[src/rtl/power_rail_sequencer.sv]
// Orders regulator enables from a rail-request word: ascending power-up, descending power-down,
// with power-good timeout and dropout detection latched into a fault until requests are withdrawn.
module power_rail_sequencer #(
   parameter int NUM_RAILS     = 5,
   parameter int STEP_DELAY    = 1000,
   parameter int PGOOD_TIMEOUT = 100000,
   parameter int OFF_DELAY     = 1000
) (
   input  logic                 clk,
   input  logic                 reset_n,
   input  logic [NUM_RAILS-1:0] rail_req,
   input  logic [NUM_RAILS-1:0] pgood_in,
   output logic [NUM_RAILS-1:0] rail_en,
   output logic [NUM_RAILS-1:0] rail_good,
   output logic                 busy,
   output logic                 fault,
   output logic [2:0]           fault_rail,
   output logic [1:0]           fault_code
);

   localparam logic [31:0] TMO_LAST    = 32'(PGOOD_TIMEOUT - 1);
   localparam logic [31:0] SETTLE_LAST = 32'(STEP_DELAY - 1);
   localparam logic [31:0] OFF_LAST    = 32'(OFF_DELAY - 1);

   typedef enum logic [2:0] {
      ST_IDLE,
      ST_RAMP,
      ST_SETTLE,
      ST_OFF_WAIT,
      ST_FAULT
   } state_t;

   state_t               state, state_n;
   logic [31:0]          timer, timer_n;
   logic [2:0]           cur, cur_n;
   logic [NUM_RAILS-1:0] good_mask, good_mask_n, rail_en_n;
   logic [NUM_RAILS-1:0] pg_m, pg_s;
   logic [NUM_RAILS-1:0] down_vec, up_vec, drop_vec;
   logic [2:0]           down_idx, up_idx, drop_idx;
   logic                 fault_n, busy_n;
   logic [2:0]           fault_rail_n;
   logic [1:0]           fault_code_n;

   assign down_vec  = rail_en & ~rail_req;
   assign up_vec    = rail_req & ~rail_en;
   assign drop_vec  = good_mask & ~pg_s;
   assign rail_good = good_mask;

   // Highest rail to drop, lowest rail to raise, lowest rail that lost power-good.
   always_comb begin
      down_idx = '0;
      up_idx   = '0;
      drop_idx = '0;
      for (int i = 0; i < NUM_RAILS; i++) begin
         if (down_vec[i]) down_idx = 3'(i);
      end
      for (int i = NUM_RAILS - 1; i >= 0; i--) begin
         if (up_vec[i]) up_idx = 3'(i);
         if (drop_vec[i]) drop_idx = 3'(i);
      end
   end

   always_comb begin
      state_n      = state;
      cur_n        = cur;
      rail_en_n    = rail_en;
      good_mask_n  = good_mask;
      fault_n      = fault;
      fault_rail_n = fault_rail;
      fault_code_n = fault_code;
      timer_n      = '0;
      busy_n       = 1'b0;

      if (state != ST_FAULT && |drop_vec) begin
         state_n      = ST_FAULT;
         rail_en_n    = '0;
         good_mask_n  = '0;
         fault_n      = 1'b1;
         fault_code_n = 2'd2;
         fault_rail_n = drop_idx;
      end else begin
         case (state)
            ST_IDLE: begin
               if (|down_vec) begin
                  rail_en_n[down_idx]   = 1'b0;
                  good_mask_n[down_idx] = 1'b0;
                  state_n               = ST_OFF_WAIT;
               end else if (|up_vec) begin
                  rail_en_n[up_idx] = 1'b1;
                  cur_n             = up_idx;
                  state_n           = ST_RAMP;
               end
            end
            ST_RAMP: begin
               // A power-good arriving on the last allowed cycle still counts.
               if (pg_s[cur]) begin
                  good_mask_n[cur] = 1'b1;
                  state_n          = ST_SETTLE;
               end else if (timer == TMO_LAST) begin
                  state_n      = ST_FAULT;
                  rail_en_n    = '0;
                  good_mask_n  = '0;
                  fault_n      = 1'b1;
                  fault_code_n = 2'd1;
                  fault_rail_n = cur;
               end
            end
            ST_SETTLE: begin
               if (timer == SETTLE_LAST) state_n = ST_IDLE;
            end
            ST_OFF_WAIT: begin
               if (timer == OFF_LAST) state_n = ST_IDLE;
            end
            ST_FAULT: begin
               if (rail_req == '0) begin
                  state_n      = ST_IDLE;
                  fault_n      = 1'b0;
                  fault_code_n = 2'd0;
                  fault_rail_n = 3'd0;
               end
            end
            default: state_n = ST_IDLE;
         endcase
      end

      busy_n = (state_n == ST_RAMP) || (state_n == ST_SETTLE) || (state_n == ST_OFF_WAIT);
      if (state_n == state && busy_n) timer_n = timer + 32'd1;
   end

   always_ff @(posedge clk or negedge reset_n) begin
      if (!reset_n) begin
         state      <= ST_IDLE;
         timer      <= '0;
         cur        <= '0;
         rail_en    <= '0;
         good_mask  <= '0;
         fault      <= 1'b0;
         fault_rail <= '0;
         fault_code <= '0;
         busy       <= 1'b0;
         pg_m       <= '0;
         pg_s       <= '0;
      end else begin
         state      <= state_n;
         timer      <= timer_n;
         cur        <= cur_n;
         rail_en    <= rail_en_n;
         good_mask  <= good_mask_n;
         fault      <= fault_n;
         fault_rail <= fault_rail_n;
         fault_code <= fault_code_n;
         busy       <= busy_n;
         pg_m       <= pgood_in;
         pg_s       <= pg_m;
      end
   end

endmodule

[config.mk]
export PLATFORM = sky130hd
export DESIGN_NAME = power_rail_sequencer
export DESIGN_NICKNAME = d
export VERILOG_FILES = /design/src/rtl/power_rail_sequencer.sv
export SDC_FILE = /design/constraint.sdc
export NUM_CORES = 1
export LEC_CHECK = 0
export BUFFER_PORTS_ARGS = -buffer_cell sky130_fd_sc_hd__buf_2
export CORE_MARGIN = 4
export CORE_UTILIZATION = 54
export CTS_CLUSTER_DIAMETER = 30
export CTS_CLUSTER_SIZE = 28
export DETAILED_ROUTE_END_ITERATION = 12
export MAX_ROUTING_LAYER = met4
export PLACE_DENSITY = 0.76
export SLEW_MARGIN = 20
export SYNTH_ARGS = -nofsm -noshare
export SYNTH_HDL_FRONTEND = slang
export SYNTH_SLANG_ARGS = --single-unit
[constraint.sdc]
create_clock -name clk -period 2.2 [get_ports clk]
set_input_delay 0.22 -clock clk [delete_from_list [all_inputs] [get_ports clk]]
set_output_delay 0.22 -clock clk [all_outputs]
set_load 0.02 [all_outputs]
# Word-level counts from Yosys, hierarchy flattened
# Index checks and enable logic that the tools add are counted.
# totals
regBits,65
latch_bits,0
ramBits,0
romBits,0
in_bits,12
output_inout_bits,17
wordCells,123
memories,0
# op_classes
n_addsub,1
n_mul,0
div,0
n_lt_le_gt_ge,6
n_eq_ne,17
shift,0
n_mux,56
bitwise,13
reduce_logical,19
# ops
operator,n
2-to-1 mux 3 bit,24
2-to-1 mux 5 bit,8
"adder 32 x 1 -> 32 bit, second input constant",1
"equality test 32 x 10 -> 1 bit, second input constant",1
"equality test 32 x 17 -> 1 bit, second input constant",1
2-to-1 mux 32 bit,1
bitwise AND 5 bit,5
NOT 5 bit,4
one-hot mux 5 bit (2 select lines),2
"inequality test 3 bit, second input constant",5
OR reduction 5 bit,3
"equality test 3 x 2 -> 1 bit, second input constant",4
"< comparator 3 x 4 -> 1 bit, second input constant",3
one-hot mux 3 bit (4 select lines),1
AND reduction 4 bit,3
bitwise OR 5 bit,2
demux 1 bit (select 3 bit),3
"greater-or-equal comparator 3 x 1 -> 1 bit, second input constant",3
2-to-1 mux 1 bit,9
2-to-1 mux 2 bit,4
"inequality test 4 bit, second input constant",2
"equality test 3 x 1 -> 1 bit, second input constant",2
one-hot mux 3 bit (2 select lines),1
nonzero test 3 bit,2
12 further kinds,18

# Depth between registers and ports, before layout
# Gate-level depths: netlist of run 1.
# logic_depth
depth_word,16
depth_mapped,8
mapped_depth_nobuf,7

# Least setup slack after synthesis of run 1
# Ideal clock, no wire load.
# synth_timing
kind,register to register
start,reg rail_en[4]
end,reg rail_en[4]
t_arrival_ns,2.320
path_slack_ns,-0.265
path_stages_with_launch,8
path_buffers,1
period_less_slack_ns,2.465
path_cell_list,dfrtp_1 > nor2b_1 > or4_1 > buf_2 > o41a_1 > a311o_1 > a41oi_1 > a31oi_1
# synth_via
elab_chain_len,16
word_cells_on_any_way,30
classes_between,4 x order compare; 1 x eq/ne; 14 x mux; 6 x bitwise; 5 x reduce/logical
# synth_rtl
element,line_no,source
from (decl),13,"output logic [NUM_RAILS-1:0] rail_en,"
from (signal assigned),147,rail_en <= rail_en_n;
NOT 5 bit,45,assign up_vec = rail_req & ~rail_en;
bitwise AND 5 bit,45,
2-to-1 mux 3 bit (5 in series),58,if (up_vec[i]) up_idx = 3'(i);
< comparator 3 x 4 -> 1 bit (implied by the code) / greater-or-equal comparator 3 x 1 -> 1 bit (equally long branches),89,rail_en_n[up_idx] = 1'b1;
logical AND 1 bit (implied by the code),89,
2-to-1 mux 1 bit (implied by the code),89,
demux 1 bit (select 3 bit),89,
bitwise OR 5 bit (no line),n/a,
2-to-1 mux 5 bit,88,end else if (|up_vec) begin
2-to-1 mux 5 bit,84,if (|down_vec) begin
one-hot mux 5 bit (2 select lines),82,case (state)
2-to-1 mux 5 bit,74,if (state != ST_FAULT && |drop_vec) begin
# Parallel ways exist; a longest one is shown, timed or not. The select of a mux whose other input is x is not followed.
# A chain may end at the register's enable or synchronous reset.

# Final worst setup path of run 1
# layout_timing
start,reg timer[15]
end,reg timer[2]
# layout_via
elab_chain_len,10
word_cells_on_any_way,15
classes_between,6 x eq/ne; 6 x mux; 3 x reduce/logical
# layout_rtl
element,line_no,source
from (decl),34,"logic [31:0] timer, timer_n;"
from (signal assigned),145,timer <= timer_n;
equality test 32 x 17 -> 1 bit,99,end else if (timer == TMO_LAST) begin
2-to-1 mux 3 bit,99,
2-to-1 mux 3 bit,96,if (pg_s[cur]) begin
one-hot mux 3 bit (4 select lines) (*),82,
2-to-1 mux 3 bit (*),74,
equality test 3 x 1 -> 1 bit / equality test 3 x 2 -> 1 bit (equally long branches),126,busy_n = (state_n == ST_RAMP) || (state_n == ST_SETTLE) || (state_n == ST_OFF_WAIT);
logical OR 1 bit (2 in series),126,
logical AND 1 bit (*),127,if (state_n == state && busy_n) timer_n = timer + 32'd1;
2-to-1 mux 32 bit (*),127,
named net timer_n[2],34,
# The timed path passes the listed nets; every way through them passes the cells marked *.

==> metrics.cfg, run 1 <==
[run_status]
outcome=complete, but fails checks
violations=setup timing

[clock_tree]
numCtsBuffers=9
clock-root-buffer=clkbuf_8
cts_tree=built
cts_buffer_depth=2
cts.clk_slew.worst_paths_ps=80
htree_levels=3
clkSinkCount=65
clock_latency_ps=350

[critical_path]
rr_worst_depth=8
cp-start-kind=flip-flop
reg2reg_to=timer[2]
crit_required_ps=2440
worstSetupPathType=reg2reg
worstReg2RegStart=timer[15]
rrSetupSlack_ps=-280
crit_start=timer[15]
critPathMaxFanout=8
end_kind=flip-flop
worstPathArrival_ps=2710

[sta]
period_needed_ps=2480
max_freq_mhz=404
tightest_slew_ps=660
rsz0062_at_grt=yes
setup_ws_ps=-278
finClkSkew_ps=9.73
setup_viol=50
finalHoldViolCount=0
report.final.slew_viol_count=0
timing.hold.ws_ps=316
finalCritPeriodShare_pct=113
maxSlewHeadroom_pct=55.8

[synthesis]
synth.net_count=368
synthSimpleGateAreaFrac_pct=29.1
synth_area_leaders=dfrtp_1 (48%), nor2_1 (6.3%), xor2_1 (4.6%)
synth_ff_type=dfrtp_1
yosysWarnings=0
synth_top_area_cell=dfrtp_1
muxShareOfSynthArea_pct=1.95
synth_top_family_by_area=simple AND/OR/NAND/NOR gates
synth_fa_ha_area_share_pct=0.367
synth.avg_cell_area_um2=9.60
yosysSeqAreaShare_pct=47.7
synth_compound_area_share_pct=9.88
yosysTopAreaCellShare_pct=47.7
synth_cell_types=59
synth_area_um2=3410
async_reset_ff_share_pct=100
synth_edf_count=0
synth_commonest_cells=dfrtp_1 (65), nor2_1 (57), nand2_1 (25), xor2_1 (18), nand4_1 (15)
synthCells=355
synth_xor_area_share_pct=7.71
post-synth-top-count-cell=dfrtp_1
ys_ff_latch=65

[floorplanning]
fp.dieH_um=87.4
die_w_um=87.4
floorplan.initialDensity_pct=56.5
coreArea_um2=6030
die_area_um2=7640
placementRows=28
pin_count=29

[power_and_ir_drop]
p_leak_uw=0.00212
vdd_ir_drop_max_uv=968
power_density_nw_per_um2=1340

[global_route]
grt_overflow=0
top_usage_layer=met2
met3_usage_pct=5.49
antenna_found_initial=0
met1_usage_pct=37.7
track_usage_pct=29.3
grt_pass1_wl_um=16700
grt_max_degree=37
met2_usage_pct=46.0
grt_pass1_vias=3337

[cells_and_area]
layout-drive-gt1-share_pct=42.8
fin_nets=475
layout.cells.non_filler=542
n_fill_cell=305
area_growth_pct=46.6
n_antenna_cell=0
fin_area_um2=4990

[detailed_routing]
vias_per_cell=6.45
antenna_violating_nets_post_route=0
first_iter_violations=432
wl_per_cell_um=21.8
first_pass_iters=5
vias=3495
wl_um=11800
drc=0

[placement]
gp_congestion=0.976
hpwl_um=6400
placedCellCount=508
numPortBuffers=28
dpl_cell_area_um2=4090

[hold_path]
min_path_type=in2async

[run]
cap_violations=0

==> registers in the layout, indices dropped and copies added (netlist names) <==
name and flops:
timer 32, pg_s 5, rail_en 5, cur 3
pg_m 5, busy 1, fault 1, state 3
rail_good 5, fault_code 2, fault_rail 3
==> what timing repair did <==
item	4_1_cts	5_1_grt
hold buffers	6	0
setup endpoints to repair	51	53
endpoints found under the hold margin	20	0
buffers inserted	6	3
cloned	3	0
pin swaps	15	33
resized for setup	45	60
==> report_power, final <==
group          total (µW)  internal (µW)  switching (µW)  leakage, µW
clock network        1140            637             505     0.000109
logic                3970           1720            2250      0.00116
registers            1600           1410             183     0.000848
==> layer usage <==
metal  vias up  wire [µm]
met1      1698       4560
met5         -          0
li1       1498          -
met2       238       5750
met4         0        508
met3        61        970
==> worst max path at each step <==
stage                     depth (start not counted)  slack [ps]    endpoint
after CTS                                         8        -130   timer[15]
final                                             8        -280    timer[2]
after detailed placement                          8        -150   timer[28]
after global routing                              8        -270   timer[15]
after floorplan                                   7        -110  rail_en[4]
after global placement                            8         -90   timer[28]
==> kinds of logic (layout without fill, tap and decap cells) <==
| group | count (synthesis) | in the layout |
|---|---|---|
| compound gates | 47 | 47 |
| buf+inv | 25 | 137 |
| simple gates | 182 | 182 |
| mux | 5 | 5 |
| flops | 65 | 65 |
| xor+xnor | 30 | 30 |
| fa+ha+maj | 1 | 1 |
==> layout make-up <==
| type | instances | area, µm² | share of cell area (%) |
|---|---|---|---|
| Clock buffer | 9 | 124 | 2.48 |
| Multi-Input combinational cell | 265 | 2120 | 42.5 |
| Timing Repair Buffer | 108 | 877 | 17.6 |
| Clock inverter | 7 | 95.1 | 1.90 |
| Sequential cell | 65 | 1630 | 32.7 |
| Inverter | 13 | 48.8 | 0.977 |
| Tap cell | 75 | 93.8 | 1.88 |
==> worst max-delay path, cell delays in order (launching register included) <==
cell and delay [ps]:
dfrtp_1 410, or4b_1 540, or4_4 510, o311ai_4 310, o21ai_4 130, nand2_4 120, buf_12 130, buf_16 160
nor2_4 50
==> through the flow <==
step                      util, %  worst slack, ps  TNS (ps)  total power, µW
after floorplan                 -             -105     -3620             3150
after global placement       67.9            -94.3     -2750             3990
after detailed placement     67.9             -145     -5020             4080
after CTS                    77.8             -131     -4270             6050
after global routing         82.9             -274    -10180             6940
final                        82.9             -278     -9530             6710
==> cell usage in the layout, fill, tap and decap left out, types with 5 or more instances in the layout <==
| cell type | count |
|---|---|
| nor4_1 | 5 |
| nor2_1 | 29 |
| a31oi_1 | 7 |
| inv_1 | 13 |
| dfrtp_2 | 5 |
| nor3_1 | 6 |
| nand4_1 | 15 |
| a21oi_1 | 5 |
| nand2b_1 | 12 |
| a21oi_2 | 7 |
| nand3_1 | 12 |
| buf_4 | 64 |
| clkbuf_8 | 9 |
| xnor2_1 | 12 |
| nor2_4 | 24 |
| nor4_2 | 5 |
| dlygate4sd3_1 | 6 |
| buf_2 | 28 |
| dfrtp_1 | 60 |
| or4_4 | 5 |
| nand2_1 | 24 |
| xor2_1 | 18 |
| nor2b_1 | 7 |
Power figures use the tool's default switching activity.
==> inputs of run 2 (changes only) <==
--- a/config.mk
+++ b/config.mk
@@ -5,14 +5,14 @@
 export SDC_FILE = /design/constraint.sdc
 export NUM_CORES = 1
 export LEC_CHECK = 0
-export BUFFER_PORTS_ARGS = -buffer_cell sky130_fd_sc_hd__buf_2
 export CORE_MARGIN = 4
-export CORE_UTILIZATION = 54
+export CORE_UTILIZATION = 57
 export CTS_CLUSTER_DIAMETER = 30
 export CTS_CLUSTER_SIZE = 28
 export DETAILED_ROUTE_END_ITERATION = 12
+export DONT_BUFFER_PORTS = 1
 export MAX_ROUTING_LAYER = met4
-export PLACE_DENSITY = 0.76
+export PLACE_DENSITY = 0.75
 export SLEW_MARGIN = 20
 export SYNTH_ARGS = -nofsm -noshare
 export SYNTH_HDL_FRONTEND = slang
==> run 2 against run 1 <==
The flow still finishes with violations (setup timing); maximum frequency grew 6.0%; clock power shrank 5%; die area shrank 4.8%; critical path depth is the same; power shrank 7.6%; cell count shrank 4.4%; cell area shrank 6.1%; sequential share of layout area grew 2.1 points; register-to-register slack gained 140 ps; largest power group unchanged.
==> metrics.cfg, run 2 (synthesis results as in run 1) <==
[run_status]
outcome=complete, but fails checks
violations=setup timing

[detailed_routing]
first_pass_iters=5  ; unchanged
wl_per_cell_um=19.9  ; -8.6%
first_iter_violations=481  ; +11%
drc=0  ; unchanged
vias=3328  ; -4.8%
antenna_violating_nets_post_route=0  ; unchanged
wl_um=10300  ; -13%
vias_per_cell=6.42  ; -0.37%

[floorplanning]
die_area_um2=7280  ; -4.8%
placementRows=27  ; -3.6%
fp.dieH_um=85.3  ; -2.4%
coreArea_um2=5640  ; -6.4%
floorplan.initialDensity_pct=60.4  ; +3.8 points
die_w_um=85.3  ; -2.4%
pin_count=29  ; unchanged

[sta]
period_needed_ps=2340  ; -141 ps
max_freq_mhz=428  ; +6.0%
setup_ws_ps=-137  ; +141 ps
rsz0062_at_grt=yes
maxSlewHeadroom_pct=59.9  ; +4.0 points
finalCritPeriodShare_pct=106  ; -6.4 points
timing.hold.ws_ps=23.3  ; -293 ps
tightest_slew_ps=600  ; -60.5 ps
setup_viol=45  ; -10%
finClkSkew_ps=13.4  ; +3.63 ps
tns_ps=-4530  ; +5000 ps
finalHoldViolCount=0  ; unchanged
report.final.slew_viol_count=0  ; unchanged

[global_route]
antenna_found_initial=0  ; unchanged
grt_max_degree=66  ; +78%
grt_pass1_vias=3150  ; -5.6%
grt_overflow=0  ; unchanged
grt_pass1_wl_um=15900  ; -5.2%
track_usage_pct=28.8  ; -0.52 points

[power_and_ir_drop]
vdd_ir_drop_max_uv=1250  ; +29%
seqPwrFrac_pct=26.8  ; +3.0 points
p_clk_share_pct=17.4  ; +0.4 points
power_density_nw_per_um2=1320  ; -1.6%
comb_power_share_pct=55.8  ; -3.4 points
p_int_uw=3560  ; -5.8%
power_switching_uw=2640  ; -10%
p_leak_uw=0.00201  ; -4.8%
p_sw_share_pct=42.6  ; -1.1 points

[cells_and_area]
top_register=timer
n_antenna_cell=0  ; unchanged
area_growth_pct=37.6
largest_reg_flops=32  ; unchanged
layout-drive-gt1-share_pct=35.0  ; -7.8 points
final_cell_mix=buf_4 (72), dfrtp_1 (61), nor2_1 (43), nand2_1 (24), xor2_1 (18)
fin_nets=454  ; -4.4%
mostFrequentLayoutCell=buf_4
n_fill_cell=288  ; -5.6%

[placement]
dp_slack_ps=-182  ; -36.1 ps
gp_congestion=0.931  ; -4.7%
numPortBuffers=0  ; -100%
hpwl_um=6190  ; -3.4%

[critical_path]
cp-start-kind=flip-flop
crit_required_ps=2440  ; about the same
critPathBufInv=2  ; unchanged
crit_family=simple AND/OR/NAND/NOR gates
critical_path.max_stage_delay_ps=510  ; -30 ps
worstReg2RegStart=timer[3]
end_kind=flip-flop
path_cells=or4b_1 > or4_4 > o311ai_4 > o21ai_2 > nand2_2 > buf_6 > clkbuf_16 > nor2_1
worstSetupPathType=reg2reg
critPathMaxFanout=8  ; unchanged
worstPathArrival_ps=2580  ; -130 ps
crit_start=timer[3]
crit_slowest_cell=or4b_1

[clock_tree]
htree_levels=3  ; unchanged
clock_latency_ps=360  ; about the same
clkSinkCount=65  ; unchanged
cts_tree=built
cts_buffer_depth=2  ; unchanged
clock-root-buffer=clkbuf_8
numCtsBuffers=9  ; unchanged
cts.clk_slew.worst_paths_ps=80  ; about the same

[hold_path]
min-delay-start=rail_req[4]
min_path_type=in2reg

[run]
cap_violations=0  ; unchanged

==> run 2: area by class of cell <==
class | instances | area [µm²] | share of cell area, %
Multi-Input combinational cell | 265 | 1930 | 41.1
Sequential cell | 65 | 1630 | 34.8
Timing Repair Buffer | 87 | 782 | 16.7
Clock buffer | 9 | 124 | 2.64
Tap cell | 72 | 90.1 | 1.92
Clock inverter | 7 | 83.8 | 1.79
Inverter | 13 | 48.8 | 1.04
==> run 2: worst paths after layout <==
path	slack, ps	endpoint	cells after the start
worst max-delay path	-140	timer[4]	8
worst min-delay path	20	rail_en[4]	2
worst max register to register	-140	timer[4]	8
worst min register to register	350	pg_s[2]	0
max in group asynchronous	1510	rail_en[4]	2
min in group asynchronous	430	timer[29]	2
==> run 2: per-layer routing <==
metal	part of all wire (%)	global-route usage, %	up-vias	wire length (µm)
li1	-	-	1457	-
met1	42	40.2	1633	4330
met2	47	42.4	215	4850
met3	9.1	6.50	23	935
met4	1.8	7.91	0	188
met5	0	-	-	0
==> run 2: timing repair <==
item | CTS | global route
resized for setup | 34 | 28
endpoints found under the hold margin | 70 | 0
pin swaps | 24 | 8
buffers inserted | 10 | 2
hold buffers | 7 | 0
setup endpoints to repair | 49 | 52
gates cloned | 2 | 1
==> run 2: through the flow <==
stage	utilization, %	cell area [µm²]	std cells	power [µW]
final	83.1	4690	518	6200
after global routing	83.1	4690	518	6470
after CTS	80.5	4540	515	5760
after detailed placement	70.3	3970	481	4010
after global placement	70.3	3970	481	3930
after floorplan	-	3440	355	3150
==> run 2: power by group through the flow <==
stage / Sequential (µW) / Clock [µW] / Combinational, µW
floorplan: 1710 / 0 / 1440
global placement: 1660 / 0 / 2260
detailed placement: 1670 / 0 / 2340
CTS: 1650 / 1090 / 3020
global route: 1690 / 1140 / 3640
finish: 1660 / 1080 / 3460
==> inputs of run 3 (changes only) <==
--- a/config.mk
+++ b/config.mk
@@ -5,15 +5,17 @@
 export SDC_FILE = /design/constraint.sdc
 export NUM_CORES = 1
 export LEC_CHECK = 0
+export BUFFER_PORTS_ARGS = -buffer_cell sky130_fd_sc_hd__buf_2
+export CAP_MARGIN = 20
 export CORE_MARGIN = 4
-export CORE_UTILIZATION = 57
+export CORE_UTILIZATION = 54
 export CTS_CLUSTER_DIAMETER = 30
 export CTS_CLUSTER_SIZE = 28
 export DETAILED_ROUTE_END_ITERATION = 12
-export DONT_BUFFER_PORTS = 1
 export MAX_ROUTING_LAYER = met4
-export PLACE_DENSITY = 0.75
+export PLACE_DENSITY = 0.76
 export SLEW_MARGIN = 20
 export SYNTH_ARGS = -nofsm -noshare
 export SYNTH_HDL_FRONTEND = slang
 export SYNTH_SLANG_ARGS = --single-unit
+export TNS_END_PERCENT = 50
==> run 3 against run 2 <==
The run still ends with setup timing left; sequential share of layout area rose by 0.48 points; global-route usage is 0.33 points lower; combinational power fell by 9.2%.
==> metrics.cfg, run 3 (synthesis results as in run 1) <==
[clock_tree]
clock_latency_ps=350  ; about the same
clock-root-buffer=clkbuf_8
htree_levels=3  ; unchanged
cts.clk_slew.worst_paths_ps=80  ; about the same
clkSinkCount=65  ; unchanged
numCtsBuffers=9  ; unchanged
cts_buffer_depth=2  ; unchanged
cts_tree=built

[placement]
numPortBuffers=28  ; +28
hpwl_um=6230  ; +0.70%
dp_slack_ps=-117  ; +64.6 ps
gp_congestion=0.966  ; +3.8%
dpl_cell_area_um2=4110  ; +3.6%

[floorplanning]
floorplan.initialDensity_pct=56.5  ; -3.8 points
die_w_um=87.4  ; +2.5%
die_area_um2=7640  ; +5.0%
fp.dieH_um=87.4  ; +2.5%
pin_count=29  ; unchanged
coreArea_um2=6030  ; +6.8%
placementRows=28  ; +3.7%

[run_status]
violations=setup timing
outcome=complete, but fails checks

[sta]
setup_viol=38  ; -16%
tns_ps=-4060  ; +470 ps
max_freq_mhz=421  ; -1.7%
report.final.slew_viol_count=0  ; unchanged
finClkSkew_ps=12.2  ; -1.19 ps
finalHoldViolCount=0  ; unchanged
finalCritPeriodShare_pct=108  ; +1.8 points
rsz0062_at_grt=yes
period_needed_ps=2380  ; +39.6 ps
setup_ws_ps=-177  ; -39.6 ps
tightest_slew_ps=616  ; +16.3 ps
maxSlewHeadroom_pct=58.8  ; -1.1 points

[global_route]
grt_pass1_vias=3445  ; +9.4%
track_usage_pct=28.5  ; -0.33 points
grt_pass1_wl_um=16200  ; +2.2%
grt_max_degree=66  ; unchanged
grt_overflow=0  ; unchanged
antenna_found_initial=0  ; unchanged

[power_and_ir_drop]
vdd_ir_drop_max_uv=896  ; -28%
power_density_nw_per_um2=1240  ; -6.2%
p_leak_uw=0.00207  ; +2.6%

[cells_and_area]
fin_area_um2=4630  ; -1.4%
layout-drive-gt1-share_pct=34.8  ; -0.14 points
seqCellArea_um2=1630  ; unchanged
fin_nets=473  ; +4.2%
final_cell_mix=buf_4 (66), dfrtp_1 (61), nor2_1 (53), buf_2 (28), nand2_1 (24)
area_growth_pct=35.8
top_register=timer
n_antenna_cell=0  ; unchanged
multi_input_comb_area_um2=1850  ; -4.1%
largest_reg_flops=32  ; unchanged
n_fill_cell=388  ; +35%
mostFrequentLayoutCell=buf_4

[critical_path]
rr_worst_depth=9  ; +1
critPathMaxFanout=8  ; unchanged
worstPathArrival_ps=2620  ; +40 ps
crit_start=timer[1]
worstSetupPathType=reg2reg
crit_end=timer[10]
rrSetupSlack_ps=-180  ; -40 ps
crit_required_ps=2440  ; about the same
worstReg2RegStart=timer[1]
cp-start-kind=flip-flop
reg2reg_to=timer[10]
end_kind=flip-flop

[detailed_routing]
wl_um=9810  ; -4.8%
first_iter_violations=363  ; -25%
vias_per_cell=6.01  ; -6.4%
antenna_violating_nets_post_route=0  ; unchanged
wl_per_cell_um=18.2  ; -8.7%
first_pass_iters=5  ; unchanged
drc=0  ; unchanged
vias=3247  ; -2.4%

[run]
cap_violations=0  ; unchanged

[hold_path]
min_path_type=in2reg

==> run 3: cell types whose count changed in the layout (fill, tap and decap cells not counted), sizes merged <==
cell	change
buf	+20
clkbuf	-1
clkinv	+2
clkinvlp	+2
inv	-4
==> run 3: worst max-delay path, stage by stage, from the launching register on <==
cell	delay, ps
dfrtp_1	360
ha_2	180
or3b_4	370
or4_4	510
o311ai_4	330
o21ai_4	120
nand2_4	120
buf_12	120
buf_16	120
nor2_1	50
==> run 3: power breakdown <==
group	leakage, µW	internal (µW)	total, µW	switching (µW)
Sequential	0.000849	1410	1580	166
Combinational	0.00113	1400	3140	1740
Clock	0.0000912	520	1020	504
==> run 3: layout make-up <==
cell class / count / area share, %
Tap cell: 75 / 2.03
Timing Repair Buffer: 106 / 17.4
Clock buffer: 9 / 2.68
Sequential cell: 65 / 35.3
Multi-Input combinational cell: 265 / 40.0
Inverter: 13 / 1.05
Clock inverter: 7 / 1.54
==> run 3: how the worst min path moves through the flow <==
| stage | slack (ps) | from | cells after the start | endpoint |
|---|---|---|---|---|
| floorplan | -80 | reset_n | 0 | busy |
| global placement | 260 | reset_n | 2 | timer[24] |
| detailed placement | 260 | reset_n | 2 | timer[25] |
| CTS | 280 | rail_req[4] | 4 | rail_en[4] |
| global route | 320 | rail_req[4] | 4 | rail_en[4] |
| finish | 290 | rail_req[4] | 4 | rail_en[4] |
==> run 3: stage by stage <==
step	total power, µW	utilization [%]	hold slack [ps]	std cells
6_report	5740	76.8	290	540
3_3_place_gp	4010	68.2	259	510
2_1_floorplan	3150	-	-75.6	355
5_1_grt	6040	76.8	317	540
4_1_cts	5660	76.3	276	540
3_5_place_dp	4060	68.2	259	510
==> run 3: routing by layer <==
layer | GRT usage (%) | part of all wire, %
met5 | - | 0
met4 | 11.9 | 2.8
met3 | 7.00 | 7.1
met2 | 43.0 | 47
met1 | 36.7 | 43
==> run 3: what timing repair did <==
item | 4_1_cts | 5_1_grt
pin swaps | 11 | 10
resized for setup | 25 | 14
endpoints found under the setup margin | 49 | 52
hold endpoints to repair | 70 | 0
cloned | 2 | 0
buffers inserted | 6 | 2
hold buffers | 6 | 0
